==> src/rtl/neuro_bridge_pkg.sv <==
// Shared definitions for the aux-channel output classifier: FSM encoding,
// channel count and XADC sample width.
package neuro_bridge_pkg;
  localparam int NUM_CHAN = 4;
  localparam int CHAN_W   = 2;
  localparam int SAMPLE_W = 12;

  typedef enum logic [1:0] {
    ST_ACCUM   = 2'd0,
    ST_COMPARE = 2'd1,
    ST_PUBLISH = 2'd2
  } state_e;
endpackage

==> src/rtl/aux_argmax_scan.sv <==
// Serial max / runner-up tracker fed one channel sum per cycle. The *_o
// outputs are the post-update values so the caller can use the last step.
module aux_argmax_scan
  import neuro_bridge_pkg::*;
#(
  parameter int SUM_W = 16
) (
  input  logic              clk_i,
  input  logic              rst_ni,
  input  logic              scan_valid_i,
  input  logic              scan_first_i,
  input  logic [CHAN_W-1:0] scan_chan_i,
  input  logic [SUM_W-1:0]  scan_sum_i,
  output logic [CHAN_W-1:0] max_idx_o,
  output logic [SUM_W-1:0]  max_sum_o,
  output logic [SUM_W-1:0]  runner_sum_o
);
  logic [CHAN_W-1:0] best_idx_q, best_idx_d;
  logic [SUM_W-1:0]  best_q, best_d;
  logic [SUM_W-1:0]  second_q, second_d;

  // Strict greater-than keeps the lower channel index on ties.
  always_comb begin
    best_idx_d = best_idx_q;
    best_d     = best_q;
    second_d   = second_q;
    if (scan_valid_i) begin
      if (scan_first_i) begin
        best_idx_d = scan_chan_i;
        best_d     = scan_sum_i;
        second_d   = '0;
      end else if (scan_sum_i > best_q) begin
        second_d   = best_q;
        best_d     = scan_sum_i;
        best_idx_d = scan_chan_i;
      end else if (scan_sum_i > second_q) begin
        second_d   = scan_sum_i;
      end
    end
  end

  always_ff @(posedge clk_i or negedge rst_ni) begin
    if (!rst_ni) begin
      best_idx_q <= '0;
      best_q     <= '0;
      second_q   <= '0;
    end else begin
      best_idx_q <= best_idx_d;
      best_q     <= best_d;
      second_q   <= second_d;
    end
  end

  assign max_idx_o    = best_idx_d;
  assign max_sum_o    = best_d;
  assign runner_sum_o = second_d;
endmodule

==> src/rtl/asic_output_classifier.sv <==
// Accumulates one sample per aux channel per round over a window of rounds,
// then picks the winning channel with a margin test and a stability count.
module asic_output_classifier
  import neuro_bridge_pkg::*;
#(
  parameter int WINDOW_LOG2  = 4,
  parameter int MIN_MARGIN   = 64,
  parameter int STABLE_COUNT = 3
) (
  input  logic                        S_AXI_ACLK,
  input  logic                        S_AXI_ARESETN,
  input  logic                        enable,
  input  logic                        clear,
  input  logic                        sample_valid,
  input  logic [1:0]                  sample_chan,
  input  logic [11:0]                 sample_data,
  output logic [1:0]                  network_output,
  output logic                        result_valid,
  output logic                        result_ambiguous,
  output logic                        result_stable,
  output logic [12+WINDOW_LOG2-1:0]   winner_sum,
  output logic                        seq_error,
  output logic                        drop_error
);
  localparam int AW = SAMPLE_W + WINDOW_LOG2;
  localparam int SW = $clog2(STABLE_COUNT + 1);
  localparam logic [AW-1:0] MARGIN = AW'(MIN_MARGIN);

  state_e                state_q, state_d;
  logic [AW-1:0]         acc_q [NUM_CHAN];
  logic [NUM_CHAN-1:0]   seen_q;
  logic [WINDOW_LOG2-1:0] round_q;
  logic [CHAN_W-1:0]     scan_q;
  logic [1:0]            net_q;
  logic                  valid_q, amb_q, seq_err_q, drop_err_q;
  logic [AW-1:0]         wsum_q;
  logic [SW-1:0]         stable_q;

  logic                  in_accum, take, accept, round_done, window_done, scan_last;
  logic [NUM_CHAN-1:0]   chan_bit, add_en;
  logic [CHAN_W-1:0]     max_idx;
  logic [AW-1:0]         max_sum, runner_sum, margin;
  logic                  margin_ok;

  assign in_accum    = (state_q == ST_ACCUM);
  assign take        = enable && sample_valid && in_accum && !clear;
  assign chan_bit    = NUM_CHAN'(1) << sample_chan;
  assign accept      = take && ((seen_q & chan_bit) == '0);
  assign round_done  = accept && ((seen_q | chan_bit) == '1);
  assign window_done = round_done && (round_q == '1);
  assign scan_last   = (state_q == ST_COMPARE) && (scan_q == CHAN_W'(NUM_CHAN - 1));

  for (genvar gi = 0; gi < NUM_CHAN; gi++) begin : g_add
    assign add_en[gi] = accept && (sample_chan == CHAN_W'(gi));
  end

  always_comb begin
    state_d = state_q;
    if (clear) begin
      state_d = ST_ACCUM;
    end else begin
      case (state_q)
        ST_ACCUM:   if (window_done) state_d = ST_COMPARE;
        ST_COMPARE: if (scan_last)   state_d = ST_PUBLISH;
        default:                     state_d = ST_ACCUM;
      endcase
    end
  end

  always_ff @(posedge S_AXI_ACLK or negedge S_AXI_ARESETN) begin
    if (!S_AXI_ARESETN) state_q <= ST_ACCUM;
    else                state_q <= state_d;
  end

  aux_argmax_scan #(.SUM_W(AW)) u_scan (
    .clk_i        (S_AXI_ACLK),
    .rst_ni       (S_AXI_ARESETN),
    .scan_valid_i (state_q == ST_COMPARE),
    .scan_first_i (scan_q == '0),
    .scan_chan_i  (scan_q),
    .scan_sum_i   (acc_q[scan_q]),
    .max_idx_o    (max_idx),
    .max_sum_o    (max_sum),
    .runner_sum_o (runner_sum)
  );

  assign margin    = max_sum - runner_sum;
  assign margin_ok = (margin >= MARGIN);

  always_ff @(posedge S_AXI_ACLK or negedge S_AXI_ARESETN) begin
    if (!S_AXI_ARESETN) begin
      for (int i = 0; i < NUM_CHAN; i++) acc_q[i] <= '0;
    end else begin
      for (int i = 0; i < NUM_CHAN; i++) begin
        if (clear || state_q == ST_PUBLISH) acc_q[i] <= '0;
        else if (add_en[i])                 acc_q[i] <= acc_q[i] + AW'(sample_data);
      end
    end
  end

  always_ff @(posedge S_AXI_ACLK or negedge S_AXI_ARESETN) begin
    if (!S_AXI_ARESETN) begin
      seen_q     <= '0;
      round_q    <= '0;
      scan_q     <= '0;
      net_q      <= '0;
      valid_q    <= 1'b0;
      amb_q      <= 1'b0;
      wsum_q     <= '0;
      stable_q   <= '0;
      seq_err_q  <= 1'b0;
      drop_err_q <= 1'b0;
    end else if (clear) begin
      // network_output and winner_sum deliberately survive a clear.
      seen_q     <= '0;
      round_q    <= '0;
      scan_q     <= '0;
      valid_q    <= 1'b0;
      amb_q      <= 1'b0;
      stable_q   <= '0;
      seq_err_q  <= 1'b0;
      drop_err_q <= 1'b0;
    end else begin
      valid_q <= scan_last;
      amb_q   <= scan_last && !margin_ok;
      scan_q  <= (state_q == ST_COMPARE) ? scan_q + 1'b1 : '0;
      if (state_q == ST_PUBLISH) begin
        seen_q  <= '0;
        round_q <= '0;
      end else if (accept) begin
        if (round_done) begin
          seen_q  <= '0;
          round_q <= round_q + 1'b1;
        end else begin
          seen_q  <= seen_q | chan_bit;
        end
      end
      if (take && !accept) seq_err_q <= 1'b1;
      if (enable && sample_valid && !in_accum) drop_err_q <= 1'b1;
      if (scan_last) begin
        wsum_q <= max_sum;
        if (margin_ok) begin
          net_q <= max_idx;
          if (max_idx != net_q)                     stable_q <= SW'(1);
          else if (stable_q != SW'(STABLE_COUNT))   stable_q <= stable_q + 1'b1;
        end else begin
          stable_q <= '0;
        end
      end
    end
  end

  assign network_output   = net_q;
  assign result_valid     = valid_q;
  assign result_ambiguous = amb_q;
  assign result_stable    = (stable_q == SW'(STABLE_COUNT));
  assign winner_sum       = wsum_q;
  assign seq_error        = seq_err_q;
  assign drop_error       = drop_err_q;
endmodule
==> config.mk <==
export PLATFORM = sky130hd
export DESIGN_NAME = asic_output_classifier
export DESIGN_NICKNAME = d
export VERILOG_FILES = /design/src/rtl/neuro_bridge_pkg.sv /design/src/rtl/aux_argmax_scan.sv /design/src/rtl/asic_output_classifier.sv
export SDC_FILE = /design/constraint.sdc
export NUM_CORES = 1
export LEC_CHECK = 0
export ABC_AREA = 1
export CORE_MARGIN = 10
export CORE_UTILIZATION = 40
export CTS_CLUSTER_SIZE = 10
export DETAILED_ROUTE_END_ITERATION = 12
export GPL_TIMING_DRIVEN = 0
export MAX_ROUTING_LAYER = met4
export PLACE_DENSITY = 0.64
export REMOVE_ABC_BUFFERS = 1
export SLEW_MARGIN = 20
export SYNTH_ARGS = -nofsm -noshare
export SYNTH_HDL_FRONTEND = slang
export SYNTH_HIERARCHICAL = 1
export SYNTH_SLANG_ARGS = --single-unit
==> constraint.sdc <==
create_clock -name S_AXI_ACLK -period 8.24 [get_ports S_AXI_ACLK]
set_clock_uncertainty 0.2 [all_clocks]
set_input_delay 2.06 -clock S_AXI_ACLK [delete_from_list [all_inputs] [get_ports S_AXI_ACLK]]
set_output_delay 2.06 -clock S_AXI_ACLK [all_outputs]
set_load 0.01 [all_outputs]
==> flow_summary.ini <==
[detailed_routing]
routedWlPerCell_microns = 15.5
via_count = 9876
route.final.wire_length_microns = 29300
drt-initial-drc-count = 672
first_pass_iters = 5
drcViolationCount = 0
vias_per_cell = 5.23
drtAntennaViolNets = 0

[cts]
clk_transition_reported_paths_ps = 60
cts_tree = built
number_of_sinks_driven_by_the_clock_tree = 134
holdBufCountCts = 0
post_cts_buffers = 0
cts.root.buffer_cell = sky130_fd_sc_hd__clkbuf_16
cts_max_path_buffers = 2
cts_max_level = 4
total_clock_buffers_created_by_cts = 17
cts_repair_resize_count = 0
clock_latency_ps = 430

[sta]
setup_violations = 0
period_needed_ps = 6870
final-hold-violation-count = 0
final_worst_setup_slack_ps = 1370
fin_crit_sh = 0.833
finalMaxSlewViolations = 0
setup_tns_ps = 0
tightestPinTransition_ps = 964
timing.slew.headroom = 0.357
rsz0062_at_grt = no
fmax_mhz = 146

[final_layout]
nets = 1665
num_antenna_cells = 0
postLayoutCoreUtil = 0.460
finish.cell_count_without_fillers = 1889
fraction_of_layout_cells_with_a_size_suffix_above_1 = 0.0534
syn_to_final_growth_pct = 13.2

[logic_synthesis]
synth.area.top_cells = sky130_fd_sc_hd__dfrtp_1 (32%), sky130_fd_sc_hd__nand2_1 (17%), sky130_fd_sc_hd__ha_1 (12%)
synth_top_flop_cell = sky130_fd_sc_hd__dfrtp_1
post-synth-top-area-cell = sky130_fd_sc_hd__dfrtp_1
yosysSeqAreaShare = 0.317
synth_enable_flop_cells = 0
synthesis.area_sq_mm = 0.0106
synthesis.area_per_instance_sq_um = 7.01
synthDominantCellAreaShare = 0.317
synth.ff_latch_count = 134
asyncSetResetFlopFracSynth = 1.00
synth_warnings = 6
postSynthCellCount = 1511
post_synthesis_cell_type_count = 50

[worst_setup_path]
arrival_ps = 6980
timing.reg2reg.worst_path_depth = 33
worstSetupStartpoint = scan_q[0]
type_of_the_worst_setup_path = reg2reg
reg2reg_setup_slack_ps = 1370
timing.critical_path.max_delay_family = simple AND/OR/NAND/NOR gates
worst_r2r_startpoint = scan_q[0]
crit_path_max_incr_delay_ps = 770
r2r-end = stable_q[0]
crit_path_max_fanout = 35
worst_ep_required_time_ps = 8350
worst_path_max_delay_cell = sky130_fd_sc_hd__dfrtp_2
crit_path_start_kind = flop
cp.buffers_inverters = 3
worst_path_most_repeated_cell = sky130_fd_sc_hd__nand2_1
timing.critical_path.to_type = flop

[floorplan]
design.die.area_sq_mm = 0.0334
initial_utilization = 0.406
std_cell_rows = 59
die_w_microns = 183
ios = 42
core-area_sq_mm = 0.0261
die_h_microns = 183

[run_status]
outcome = finished clean

[pwr]
pwr_density_cell_mw_per_mm2 = 150
p_total_w = 0.00180
leakage_nw = 6.30
peakVddDrop_mv = 0.0942

[global_route]
grt_pass1_vias = 9543
grt_first_pass_wirelength_microns = 49000
grt_util_all_layers = 0.182
largest_net_degree_at_the_start_of_global_routing = 81
antenna_found_initial = 0
grt_overflow_total = 0

[job]
max_cap_viols = 0

[placement]
post-place-cells = 1858
dpl_worst_slack_ps = 1020
numPortBuffers = 41
finalWeightedCongestion = 0.919
hpwl_microns = 22000

[worst_hold_path]
min_to = winner_sum[3]
min_from = winner_sum[3]
hold_crit_class = reg2reg
holdPathStages = 2
==> cell type report <==
type / instances / area, sq um
clock buffer: 18 / 439
clock inverter: 13 / 253
fill: 2568 / 14100
inverter: 182 / 686
multi-input combinational: 1164 / 6380
sequential: 134 / 3350
tap: 335 / 419
timing repair buffer: 43 / 458
==> cells in the mapped netlist, drive strengths merged, types with 5 or more instances <==
cell type,count
ha,99
o22ai,20
clkbuf,14
o21ai,109
o21bai,5
a22o,8
nand4,18
buf,17
a21oi,83
dfrtp,134
nand3,129
fa,5
nor3,6
or2,6
nor2,116
a21o,11
nand2,494
inv,179
xnor2,19
o31ai,6
xor2,12
==> registers in the layout (all words and copies together) (netlist names) <==
| register | flops |
|---|---|
| result_valid | 1 |
| scan_q | 2 |
| winner_sum | 16 |
| u_scan/best_idx_q | 2 |
| seq_error | 1 |
| drop_error | 1 |
| stable_q | 2 |
| result_ambiguous | 1 |
| seen_q | 4 |
| state_q | 2 |
| network_output | 2 |
| acc_q | 64 |
| u_scan/best_q | 16 |
| u_scan/second_q | 16 |
| round_q | 4 |
==> kinds of logic (layout without fill, tap and decap cells) <==
group / after synthesis / after routing / synth area share
and+or+nand+nor: 773 / 773 / 0.313
adders and majority gates: 104 / 104 / 0.126
buffers and inverters: 213 / 256 / 0.0814
xor gates and xnor gates: 31 / 31 / 0.0256
DFF: 134 / 134 / 0.317
AOI/OAI and AO/OA: 256 / 256 / 0.136
==> routing by layer <==
metal  part of all wire  routed length (microns)  track usage
met1               0.50                    14500        0.250
met2               0.44                    12900        0.278
met3              0.047                     1360       0.0237
met4              0.016                      467       0.0485
met5                  0                        0            -
==> power by group <==
| part | internal [W] | switching (W) |
|---|---|---|
| clock network | 0.000604 | 0.000313 |
| registers | 0.000664 | 0.00000631 |
| logic | 0.0000669 | 0.000148 |
==> stage by stage <==
stage	hold slack [ps]	area [sq um]
2_1_floorplan	253	10400
3_3_place_gp	255	11200
3_5_place_dp	258	11300
4_1_cts	274	12000
5_1_grt	290	12000
6_report	268	12000
==> worst min-delay path, stage by stage (launching register included) <==
cell                      delay, ps
sky130_fd_sc_hd__dfrtp_1        340
sky130_fd_sc_hd__nand2_1         50
sky130_fd_sc_hd__nand2_1         50
==> cells in the final DEF (no fill, tap or decap), drive strengths merged <==
| cell type | instances |
|---|---|
| dfrtp | 134 |
| or2 | 6 |
| a21oi | 83 |
| a32oi | 3 |
| a221oi | 2 |
| a31oi | 2 |
| clkinvlp | 2 |
| o22ai | 20 |
| ha | 99 |
| nand3b | 1 |
| clkinv | 7 |
| o41ai | 1 |
| a211oi | 1 |
| o211ai | 1 |
| nor3 | 6 |
| a22o | 8 |
| o31ai | 6 |
| buf | 3 |
| bufinv | 7 |
| a21o | 11 |
| xor2 | 12 |
| nor2 | 116 |
| nand3 | 129 |
| clkbuf | 18 |
| o21bai | 5 |
| o221ai | 1 |
| fa | 5 |
| xnor2 | 19 |
| inv | 179 |
| nand4 | 18 |
| o21ai | 109 |
| and2 | 3 |
| clkdlybuf4s50 | 40 |
| nand2 | 494 |
| a21boi | 3 |
==> how the worst max path moves through the flow <==
| stage | end | slack [ps] | cells past startpoint |
|---|---|---|---|
| 6_report | stable_q[0] | 1370 | 33 |
| 3_5_place_dp | stable_q[0] | 1020 | 33 |
| 5_1_grt | stable_q[0] | 770 | 33 |
| 2_1_floorplan | stable_q[0] | 3030 | 33 |
| 3_3_place_gp | winner_sum[13] | -950 | 1 |
| 4_1_cts | stable_q[0] | 980 | 33 |
No activity file was read; power rests on OpenSTA's default activity.
==> variant 1, RTL diff (same flow settings) <==
Add an input register stage for `enable`, `clear`, `sample_valid`, `sample_chan` and `sample_data`; this delays them by one clock.
--- a/src/rtl/asic_output_classifier.sv
+++ b/src/rtl/asic_output_classifier.sv
@@ -27,4 +27,18 @@
   localparam logic [AW-1:0] MARGIN = AW'(MIN_MARGIN);
 
+  logic enable_q;
+  logic clear_q;
+  logic sample_valid_q;
+  logic [1:0] sample_chan_q;
+  logic [11:0] sample_data_q;
+
+  always_ff @(posedge S_AXI_ACLK) begin
+    enable_q       <= enable;
+    clear_q        <= clear;
+    sample_valid_q <= sample_valid;
+    sample_chan_q  <= sample_chan;
+    sample_data_q  <= sample_data;
+  end
+
   state_e                state_q, state_d;
   logic [AW-1:0]         acc_q [NUM_CHAN];
@@ -44,6 +58,6 @@
 
   assign in_accum    = (state_q == ST_ACCUM);
-  assign take        = enable && sample_valid && in_accum && !clear;
-  assign chan_bit    = NUM_CHAN'(1) << sample_chan;
+  assign take        = enable_q && sample_valid_q && in_accum && !clear_q;
+  assign chan_bit    = NUM_CHAN'(1) << sample_chan_q;
   assign accept      = take && ((seen_q & chan_bit) == '0);
   assign round_done  = accept && ((seen_q | chan_bit) == '1);
@@ -52,10 +66,10 @@
 
   for (genvar gi = 0; gi < NUM_CHAN; gi++) begin : g_add
-    assign add_en[gi] = accept && (sample_chan == CHAN_W'(gi));
+    assign add_en[gi] = accept && (sample_chan_q == CHAN_W'(gi));
   end
 
   always_comb begin
     state_d = state_q;
-    if (clear) begin
+    if (clear_q) begin
       state_d = ST_ACCUM;
     end else begin
@@ -93,6 +107,6 @@
     end else begin
       for (int i = 0; i < NUM_CHAN; i++) begin
-        if (clear || state_q == ST_PUBLISH) acc_q[i] <= '0;
-        else if (add_en[i])                 acc_q[i] <= acc_q[i] + AW'(sample_data);
+        if (clear_q || state_q == ST_PUBLISH) acc_q[i] <= '0;
+        else if (add_en[i])                 acc_q[i] <= acc_q[i] + AW'(sample_data_q);
       end
     end
@@ -111,5 +125,5 @@
       seq_err_q  <= 1'b0;
       drop_err_q <= 1'b0;
-    end else if (clear) begin
+    end else if (clear_q) begin
       // network_output and winner_sum deliberately survive a clear.
       seen_q     <= '0;
@@ -137,5 +151,5 @@
       end
       if (take && !accept) seq_err_q <= 1'b1;
-      if (enable && sample_valid && !in_accum) drop_err_q <= 1'b1;
+      if (enable_q && sample_valid_q && !in_accum) drop_err_q <= 1'b1;
       if (scan_last) begin
         wsum_q <= max_sum;
Check against the original RTL: not equivalent (Yosys sat finds a counterexample within 4 cycles, from zero or initial values and one cycle with S_AXI_ARESETN low).
==> variant 1 against the original RTL <==
- area after synthesis is 2.6% higher
- final area is 1.7% higher
- die area grew 2.3%
- sequential share of layout area increased by 2.3 points
- utilization down 0.65 points
- setup slack worse by 0.12 ns
- non-clock buffer count fell by 1
- total power is 1.1% lower
- sequential cell count increased by 17
- wire length shrank 3.1%
- first-iteration DRC count up 3.4%
- count of clock-buffer cells in the layout is 3 higher
==> variant 1: results (changes against the original RTL) <==
stage	metric	value	unit	change
layout	nets@finish	1662		-0.18%
sta	Slew @ Worst Pin	1.12	ns	+0.161 ns
placement	GPL Wtd Cong	0.931		+1.3%
worst_setup_path	critical path peak fanout	35		unchanged
placement	Area after DPL	11600	µm²	+2.5%
synthesis	top post-synthesis cells by area	dfrtp_1 31%, nand2_1 15%, ha_1 11%, inv_1 6.1%, nand3_1 5.7%		
worst_setup_path	Slowest cell on crit path	dfrtp_1		
worst_setup_path	reg-to-reg setup timing slack	1.25	ns	-0.12 ns
power	Leak	6.37	nW	+1.1%
routing	violation count after the first detailed-route iteration	695		+3.4%
placement	Detailed Place HPWL	21.2	mm	-3.4%
global_routing	largest net degree at the start of global routing	71		-12%
layout	top register by number of flip-flops	acc_q		
global_routing	vias in the first global route	9730		+2.0%
synthesis	Syn Inst Count	1506		-0.33%
power	Worst VDD drop	0.000103	V	+9.5%
global_routing	All-Layer GR Usage	0.176		-0.00644
layout	max reg flops	64		unchanged
layout	n_diodes	0		unchanged
placement	I/O Buffers	41		unchanged
run_status	status	finished clean		
synthesis	commonest cells in the netlist	443 x nand2_1, 176 x inv_1, 134 x dfrtp_1		
hold_path	hold crit path type	register to register		
synthesis	Synth async-reset ratio	0.887		-0.113
sta	post-layout min period	6.99	ns	+0.121 ns
worst_setup_path	crit-path max cell delay	1.08	ns	+0.31 ns
synthesis	synth unique cells	53		+6.0%
layout	layout cell share with drive strength beyond 1	0.0638		+0.0104
placement	Placement Setup Slack	1.25	ns	+0.235 ns
synthesis	Seq/Total Area, Yosys	0.340		+0.0232
routing	WL final	28.4	mm	-3.1%
layout	non-filler cells, final	1893		+0.21%
routing	first drt pass iteration count	5		unchanged
routing	DR vias/cell	5.20		-0.54%
global_routing	first-pass GRT wire length	47.6	mm	-2.7%
worst_setup_path	WP data arrival	7.10	ns	+0.12 ns
==> variant 1: cell count changes after synthesis, moves of 5 or more <==
| cell | before | now |
|---|---|---|
| nor2_4 | 3 | 8 |
| a21oi_1 | 83 | 94 |
| inv_2 | 6 | 13 |
| nand2_1 | 471 | 443 |
| o21ai_1 | 17 | 11 |
| dfxtp_1 | 0 | 17 |
| o21ai_0 | 92 | 97 |
| nor2_1 | 110 | 99 |
==> variant 1: metal layers <==
layer	GRT usage	wire (µm)
met3	0.0231	1120
met1	0.223	13500
met4	0.0510	455
met5	-	0
met2	0.288	13200
==> variant 1: worst paths after layout <==
kind                                      startpoint                   endpoint  cells past startpoint
max in group asynchronous              S_AXI_ARESETN  winner_sum[9]$_DFFE_PN0P_                      2
setup / recovery                 scan_q[0]$_DFF_PN0_    stable_q[0]$_DFFE_PN0P_                     31
setup reg to reg                 scan_q[0]$_DFF_PN0_    stable_q[0]$_DFFE_PN0P_                     31
hold / removal             winner_sum[3]$_DFFE_PN0P_  winner_sum[3]$_DFFE_PN0P_                      2
min in group asynchronous              S_AXI_ARESETN      acc_q[45]$_DFFE_PN0P_                      1
hold reg to reg            winner_sum[3]$_DFFE_PN0P_  winner_sum[3]$_DFFE_PN0P_                      2
==> variant 1: through the flow <==
| step | setup TNS, ns | utilization | hold slack, ns |
|---|---|---|---|
| 2_1_floorplan | 0 | - | 0.253 |
| 3_3_place_gp | -128.80 | 0.430 | 0.254 |
| 3_5_place_dp | 0 | 0.431 | 0.259 |
| 4_1_cts | 0 | 0.453 | 0.276 |
| 5_1_grt | 0 | 0.453 | 0.291 |
| 6_report | 0 | 0.453 | 0.269 |
==> variant 1: logic make-up after synthesis <==
family                     share of synthesized area
buffers and inverters                         0.0830
DFF                                            0.340
xor gates and xnor gates                      0.0210
AOI/OAI and AO/OA                              0.134
adders and majority gates                      0.123
and+or+nand+nor                                0.299
==> variant 1: final cells by class <==
| class | count | area (µm²) |
|---|---|---|
| fillers | 2703 | 14700 |
| multi-input cells | 1131 | 6280 |
| flip-flops and latches | 151 | 3690 |
| inverters | 196 | 743 |
| clock buffers | 21 | 450 |
| repair buffers | 42 | 443 |
| well taps | 341 | 427 |
| clock inverters | 11 | 151 |
==> variant 1: worst max-delay path: cells and delay by family, from the launching register on <==
kind,cells,cell delay (ns)
AOI/OAI and AO/OA,3,0.97
and+or+nand+nor,21,2.54
DFF,1,1.08
adders and majority gates,3,1.03
buffers and inverters,4,1.01
==> variant 1: power breakdown <==
group	switching (mW)	internal, mW	total, mW
logic	0.142	0.0664	0.208
clock network	0.324	0.486	0.810
registers	0.0136	0.751	0.765
total	0.480	1.30	1.78
==> variant 2, RTL diff (same flow settings) <==
Without the edit above. The package constant `NUM_CHAN` goes from 4 to 16.
--- a/src/rtl/neuro_bridge_pkg.sv
+++ b/src/rtl/neuro_bridge_pkg.sv
@@ -2,5 +2,5 @@
 // channel count and XADC sample width.
 package neuro_bridge_pkg;
-  localparam int NUM_CHAN = 4;
+  localparam int NUM_CHAN = 16;
   localparam int CHAN_W   = 2;
   localparam int SAMPLE_W = 12;
Behaviour: not the same (Yosys sat finds a counterexample within 10 cycles, from zero or initial values and one cycle with S_AXI_ARESETN low).
==> variant 2 against the original RTL <==
- die area down 2.3%
- sequential power down 3.0%
- total power fell by 11%
- sequential cell count down 4
- final area shrank 3.4%
- setup slack better by 0.66 ns
- synthesized cell count shrank 3.0%
- fmax is 11% higher
- wire length decreased by 3.0%
- cell count down 3.0%
- area after synthesis decreased by 2.6%
- critical path type unchanged
- highest routed layer unchanged
- count of clock-buffer cells in the layout rose by 2
- clock power decreased by 19%
==> variant 2: results (changes against the original RTL) <==
stage	metric	value	unit	change
run_status	status	finished clean		
layout	FILL cells	2582		+0.55%
global_routing	vias in the first global route	9292		-2.6%
global_routing	largest net degree at the start of global routing	80		-1.2%
placement	GPL Wtd Cong	0.906		-1.4%
sta	final setup margin	2.03	ns	+0.660 ns
worst_setup_path	reg-to-reg setup timing slack	2.03	ns	+0.66 ns
synthesis	Mapped Avg Cell Area	7.04	µm²	+0.47%
global_routing	All-Layer GR Usage	0.179		-0.00340
synthesis	Seq/Total Area, Yosys	0.315		-0.00129
synthesis	commonest cells in the netlist	444 x nand2_1, 168 x inv_1, 130 x dfrtp_1		
synthesis	synth unique cells	46		-8.0%
placement	Detailed Place HPWL	21.4	mm	-2.3%
routing	violation count after the first detailed-route iteration	740		+10%
sta	Slew headroom	0.428		+0.0713
clock_tree	Num CTS Buffers	17		unchanged
synthesis	xor/xnor share of the synthesized area	0.0323		+0.00662
placement	Placement Setup Slack	1.34	ns	+0.327 ns
routing	via count	9604		-2.8%
hold_path	hold wc startpoint	winner_sum[3]$_DFFE_PN0P_		
power	Psw	0.448	mW	-4.3%
layout	layout cell share with drive strength beyond 1	0.0606		+0.00718
clock_tree	Root Driver	clkbuf_16		
worst_setup_path	Worst Setup SP	scan_q[1]$_DFF_PN0_		
synthesis	top post-synthesis cells by area	dfrtp_1 32%, nand2_1 16%, ha_1 12%, inv_1 6.1%, nand3_1 6.0%		
power	Leak	6.05	nW	-3.9%
worst_setup_path	critical path peak fanout	19		-46%
placement	# placed instances	1802		-3.0%
layout	Syn-to-layout area delta	12.2	%	
clock_tree	post-CTS sizing	0		unchanged
worst_setup_path	worst setup path end	stable_q[1]$_DFFE_PN0P_		
routing	WL final	28.4	mm	-3.0%
routing	WL/cell	15.5	µm	about the same
global_routing	first-pass GRT wire length	47.6	mm	-2.9%
placement	Area after DPL	11000	µm²	-2.5%
layout	nets@finish	1613		-3.1%
synthesis	synthesized-area fraction occupied by adder cells	0.129		+0.00215
worst_setup_path	Slowest cell on crit path	inv_1		
power	Worst VDD drop	0.000116	V	+23%
placement	I/O Buffers	41		unchanged
worst_setup_path	Reg2Reg Depth	30		-9.1%
synthesis	Ys Warns	6		unchanged
worst_setup_path	WP data arrival	6.32	ns	-0.66 ns
worst_setup_path	crit-path max cell delay	0.64	ns	-0.13 ns
synthesis	compound-gate portion of the synthesized area	0.132		-0.00402
## variant 2: power groups by stage
stage          Sequential (mW)  Clock (mW)  Combinational [mW]
2_1_floorplan            0.661           0               0.137
3_3_place_gp             0.663           0               0.205
3_5_place_dp             0.662           0               0.210
4_1_cts                  0.651       0.757               0.211
5_1_grt                  0.652       0.784               0.236
6_report                 0.651       0.746               0.212
## variant 2: worst min-delay path by stage
stage	end	slack (ns)	cells after the start
3_3_place_gp	winner_sum[14]$_DFFE_PN0P_	0.25	2
2_1_floorplan	stable_q[1]$_DFFE_PN0P_	0.25	2
4_1_cts	winner_sum[8]$_DFFE_PN0P_	0.27	2
5_1_grt	winner_sum[3]$_DFFE_PN0P_	0.28	2
3_5_place_dp	winner_sum[8]$_DFFE_PN0P_	0.26	2
6_report	winner_sum[3]$_DFFE_PN0P_	0.27	2
## variant 2: kinds of logic after synthesis
family | after synthesis
xor gates and xnor gates | 38
buffers and inverters | 220
AOI/OAI and AO/OA | 243
and+or+nand+nor | 731
DFF | 130
adders and majority gates | 103
## variant 2: layer usage
layer  share of wire  wire length, µm  GRT usage
met3           0.044             1250     0.0243
met2            0.45            12900      0.279
met1            0.49            13900      0.238
met4           0.013              365     0.0502
met5               0                0          -
## variant 2: worst max-delay path: cells and delay by family, from the launching register on
kind                     cells  cell delay, ns
AND/OR/NAND/NOR             19            2.16
flip-flops                   1            0.63
adder cells (fa/ha/maj)      3            0.96
buffers and inverters        3            0.85
AO/OA/AOI/OAI                5            1.23
## variant 2: final cells by class
cell class	instances	area share
Multi-Input combinational cell	1115	0.535
Sequential cell	130	0.281
Inverter	183	0.0593
Timing Repair Buffer	44	0.0405
Clock buffer	20	0.0386
Tap cell	330	0.0357
Clock inverter	10	0.00973
